`src/rtl/game_pkg.sv`:
```
// game_pkg: shared screen-state encoding and default game tuning constants
package game_pkg;
  typedef enum logic [1:0] {S_START, S_PLAY, S_OVER, S_WIN} screen_state_t;
  localparam int GRACE_FRAMES_DEF = 8;
  localparam int HOLD_FRAMES_DEF = 120;
  localparam int WIN_SCORE_DEF = 9;
endpackage

```
`src/rtl/key_edge_detect.sv`:
```
// key_edge_detect: registers a key level and flags its rising edge; reset assumes the key was held
module key_edge_detect (
  input  logic clk,
  input  logic rst,
  input  logic key,
  output logic rise
);
  logic keyPrev;
  // previous key level, forced high in reset so a held key is not seen as a press
  always_ff @(posedge clk) keyPrev <= rst ? 1'b1 : key;
  assign rise = key & ~keyPrev;
endmodule

```
`src/rtl/screen_flow_controller.sv`:
```
// screen_flow_controller: start/play/over/win sequencer with pulses, high score and final pixel mux
module screen_flow_controller
  import game_pkg::*;
#(
  parameter int GRACE_FRAMES = GRACE_FRAMES_DEF,
  parameter int HOLD_FRAMES = HOLD_FRAMES_DEF,
  parameter int WIN_SCORE = WIN_SCORE_DEF
) (
  input  logic       clk,
  input  logic       resetN,
  input  logic       startOfFrame,
  input  logic       key5IsPressed,
  input  logic [3:0] life,
  input  logic [3:0] score,
  input  logic [7:0] RGB_screen_main,
  input  logic [7:0] RGB_screen_start,
  input  logic [7:0] RGB_screen_end,
  output logic       start,
  output logic       game_restart,
  output logic [7:0] RGB_out,
  output logic [1:0] screen_state,
  output logic       win,
  output logic [3:0] high_score
);
  localparam logic [7:0] graceFrames = 8'(GRACE_FRAMES);
  localparam logic [7:0] holdFrames = 8'(HOLD_FRAMES);
  localparam logic [3:0] winScore = 4'(WIN_SCORE);
  if (HOLD_FRAMES > 255) begin : gHoldCheck
    $error("HOLD_FRAMES must not exceed 255");
  end
  screen_state_t state, nextState;
  logic [7:0] frameCnt;
  logic keyRise, playEnd, endDone;
  key_edge_detect uKey5 (
    .clk (clk),
    .rst (resetN),
    .key (key5IsPressed),
    .rise(keyRise)
  );
  // next screen: game-over beats win, end screens need the hold time plus a fresh press
  always_comb begin
    playEnd = state == S_PLAY && frameCnt >= graceFrames;
    endDone = (state == S_OVER || state == S_WIN) && keyRise && frameCnt >= holdFrames;
    nextState = (state == S_START && keyRise) ? S_PLAY :
                (playEnd && life == 4'd0) ? S_OVER :
                (playEnd && score >= winScore) ? S_WIN :
                endDone ? S_START : state;
  end
  // state, per-state frame counter, one-cycle pulses, win flag and session high score
  always_ff @(posedge clk) begin
    if (resetN) begin
      state <= S_START;
      frameCnt <= 8'd0;
      start <= 1'b0;
      game_restart <= 1'b0;
      win <= 1'b0;
      high_score <= 4'd0;
    end else begin
      state <= nextState;
      frameCnt <= (nextState != state) ? 8'd0 :
                  (startOfFrame && frameCnt != 8'hFF) ? frameCnt + 8'd1 : frameCnt;
      start <= state == S_START && nextState == S_PLAY;
      game_restart <= state != S_START && nextState == S_START;
      win <= nextState == S_WIN;
      high_score <= (state == S_PLAY && nextState != S_PLAY && score > high_score) ? score : high_score;
    end
  end
  // final pixel chosen by the screen currently shown, one cycle of latency
  always_ff @(posedge clk) begin
    if (resetN) RGB_out <= 8'd0;
    else RGB_out <= (state == S_START) ? RGB_screen_start :
                    (state == S_PLAY) ? RGB_screen_main : RGB_screen_end;
  end
  assign screen_state = state;
endmodule

```
`config.mk`:
```
export PLATFORM = sky130hd
export DESIGN_NAME = screen_flow_controller
export DESIGN_NICKNAME = d
export VERILOG_FILES = /design/src/rtl/game_pkg.sv /design/src/rtl/key_edge_detect.sv /design/src/rtl/screen_flow_controller.sv
export SDC_FILE = /design/constraint.sdc
export NUM_CORES = 1
export LEC_CHECK = 0
export ABC_CLOCK_PERIOD_IN_PS = 1800
export BUFFER_PORTS_ARGS = -buffer_cell sky130_fd_sc_hd__buf_2
export CORE_AREA = 2 2 60 62
export DETAILED_ROUTE_END_ITERATION = 8
export DIE_AREA = 0 0 62 64
export GPL_ROUTABILITY_DRIVEN = 0
export GPL_TIMING_DRIVEN = 0
export HOLD_SLACK_MARGIN = 0.06
export PLACE_DENSITY = 0.73
export SLEW_MARGIN = 20
export SYNTH_ARGS = -nofsm -noshare
export SYNTH_HDL_FRONTEND = slang
export SYNTH_SLANG_ARGS = --single-unit
```
`constraint.sdc`:
```
create_clock -name clk -period 1.8 [get_ports clk]
set_clock_uncertainty 0.05 [all_clocks]
set_input_delay 0 -clock clk [delete_from_list [all_inputs] [get_ports clk]]
set_output_delay 0 -clock clk [all_outputs]
set_load 0.03 [all_outputs]
```
==> results.cfg <==
[synth]
yosys.area.top_type_share = 0.415
ys_ff_latch = 26
yosysUniqueCellTypes = 30
syn_nets = 188
ys_seq_area_frac = 0.415
syn_area_per_cell_um2 = 8.60
synth_warnings = 0
synth_top_area_cell = dfxtp_1
synth.area.top_cells = dfxtp_1 41%, nor2_1 9.9%, mux2i_1 9.6%
syn_area_um2 = 1250
synthCells = 146

[pwr]
ir_drop_mv = 0.296
p_per_area_nw_per_um2 = 599
p_leak_nw = 0.882
finalPower_mw = 1.25

[timing]
rsz0062_at_grt = yes
slew_headroom = 0.577
hold_violations = 0
max_freq_ghz = 0.548
fin_crit_ns = 1.82
setup_tns_ns = -0.0983
worst_pin_slew_ns = 0.628
setup_ws_ns = -0.0244
setup_viol = 8
fin_crit_sh = 1.01
slew_violations = 0

[worst_setup_path]
startpoint = frameCnt[3]
worstPathMaxFanout = 8
critPathKind = flip-flop to flip-flop
startpoint_type = flip-flop
r2r-start = frameCnt[3]
rr_worst_depth = 6
worstPathArrival_ns = 2.05
end_kind = flip-flop
cp.required_ns = 2.02

[global_routing]
grt_use_total = 0.191
antenna_found_initial = 0
grt_pass1_vias = 1396
grt_pass1_wl_um = 5710
grt_max_degree = 16
gr-total-overflow = 0

[job]
max_cap_violations = 0

[routing]
vias = 1354
wl_um = 3590
drcViolationCount = 0
ant_nets = 0
avgRoutedWirePerCell_um = 12.5
vias_per_cell = 4.73
drt_iter0_drc = 54
drt_pre_antenna_iters = 4

[floorplan]
die_h_um = 64
core-area_um2 = 3280
fp.dieW_um = 62
die_area_um2 = 3970
start_util = 0.382
ios = 53
row_count = 21

[placed_design]
port-buffer-count = 52
dpl.hpwl_um = 2100

[cells_and_area]
final_common_cell = buf_2
post_route_cells_drive_above_1_share = 0.375
syn_to_final_growth_pct = 65.9
nFillCells = 271
final_cell_mix = 52 x buf_2, 30 x dlygate4sd3_1, 28 x nor2_1
diodes = 0
layout.nets = 283

[cts]
h-tree-depth = 1
clk_pin_slew_ns = 0.13
cts_buffers = 3
clk_latency_ns = 0.33
clockBufferDepth = 2
clock-root-buffer = clkbuf_4
cts_tree = built
clkSinkCount = 26

[status]
status = complete, but fails checks
violations = setup timing

[worst_hold_path]
hp-class = primary input to flip-flop
hold_path_depth = 4
hold_path.startpoint = startOfFrame
==> final timing paths <==
| kind | slack [ns] | to |
|---|---|---|
| setup / recovery | -0.02 | frameCnt[6] |
| hold / removal | 0.05 | frameCnt[0] |
| setup reg to reg | -0.02 | frameCnt[6] |
| hold reg to reg | 0.47 | high_score[3] |
==> worst max-delay path, cell delays in order, from the launching register on <==
cell     delay [ns]
dfxtp_4        0.37
or4_4          0.55
o22ai_4        0.15
nor3b_4        0.06
or3_1          0.36
buf_6          0.15
nor2_1         0.08
==> area by class of cell <==
class	count	area, um^2	area share
multi-input cells	106	757	0.364
clock buffers	3	22.5	0.0108
flip-flops and latches	26	533	0.256
inverters	8	30.0	0.0144
plain buffers	6	31.3	0.0150
well taps	46	57.6	0.0276
clock inverters	1	30.0	0.0144
repair buffers	90	621	0.298
==> Yosys cell counts <==
cell type / count
nor2_1: 33
dfxtp_1: 26
mux2i_1: 12
a21oi_1: 11
inv_1: 8
xnor2_1: 7
ha_1: 6
nand3_1: 4
nor3_1: 4
clkbuf_1: 3
nand2_1: 3
nor2b_1: 3
nor4_1: 3
a211oi_1: 2
buf_1: 2
nand4_1: 2
nor3b_1: 2
o211ai_1: 2
or2_2: 2
a311oi_1: 1
buf_6: 1
nand2b_1: 1
nand3b_1: 1
o21ai_0: 1
o21ai_1: 1
o22ai_2: 1
o31a_1: 1
o32ai_1: 1
or3_1: 1
or4_4: 1
==> power breakdown <==
part	leakage (nW)	internal (mW)	total, mW	switching [mW]
sequential	0.216	0.592	0.601	0.00878
clock	0.0279	0.226	0.405	0.179
combinational	0.638	0.123	0.241	0.118
==> metal layers <==
layer | track usage | up-vias | routed length (um)
met5 | 0 | - | 0
met4 | 0.0771 | 0 | 72
met3 | 0.0243 | 7 | 138
met2 | 0.350 | 41 | 1940
met1 | 0.209 | 615 | 1440
li1 | - | 691 | -
==> registers in the layout, summed over array words and instances, names as in the netlist <==
signal / flops
RGB_out: 8
frameCnt: 8
game_restart: 1
start: 1
screen_state: 2
win: 1
uKey5.keyPrev: 1
high_score: 4
==> metrics by stage <==
stage / setup slack (ns) / utilization / cells / cell area, um^2 / hold slack (ns)
after floorplan: 0.00276 / - / 146 / 1260 / 0.0566
after global placement: -0.0780 / 0.482 / 244 / 1580 / 0.164
after detailed placement: -0.0965 / 0.482 / 244 / 1580 / 0.165
after CTS: -0.0658 / 0.614 / 284 / 2020 / 0.167
after global routing: -0.0886 / 0.634 / 286 / 2080 / 0.0898
final: -0.0244 / 0.634 / 286 / 2080 / 0.0484
==> cell families (layout without fill, tap and decap cells) <==
group | after synthesis | after routing | synth area share
DFF | 26 | 26 | 0.415
and+or+nand+nor | 60 | 60 | 0.226
xor gates and xnor gates | 7 | 7 | 0.0489
AOI/OAI and AO/OA | 21 | 21 | 0.107
muxes | 12 | 12 | 0.0957
buffers and inverters | 14 | 108 | 0.0479
adders and majority gates | 6 | 6 | 0.0598
==> timing repair <==
| item | CTS | global route |
|---|---|---|
| hold buffers | 30 | 0 |
| setup buffers | 6 | 2 |
| resized for setup | 11 | 12 |
| endpoints found under the setup margin | 11 | 14 |
| pin swaps | 13 | 7 |
| endpoints found under the hold margin | 22 | 0 |
(Power assumes the default switching activity.)
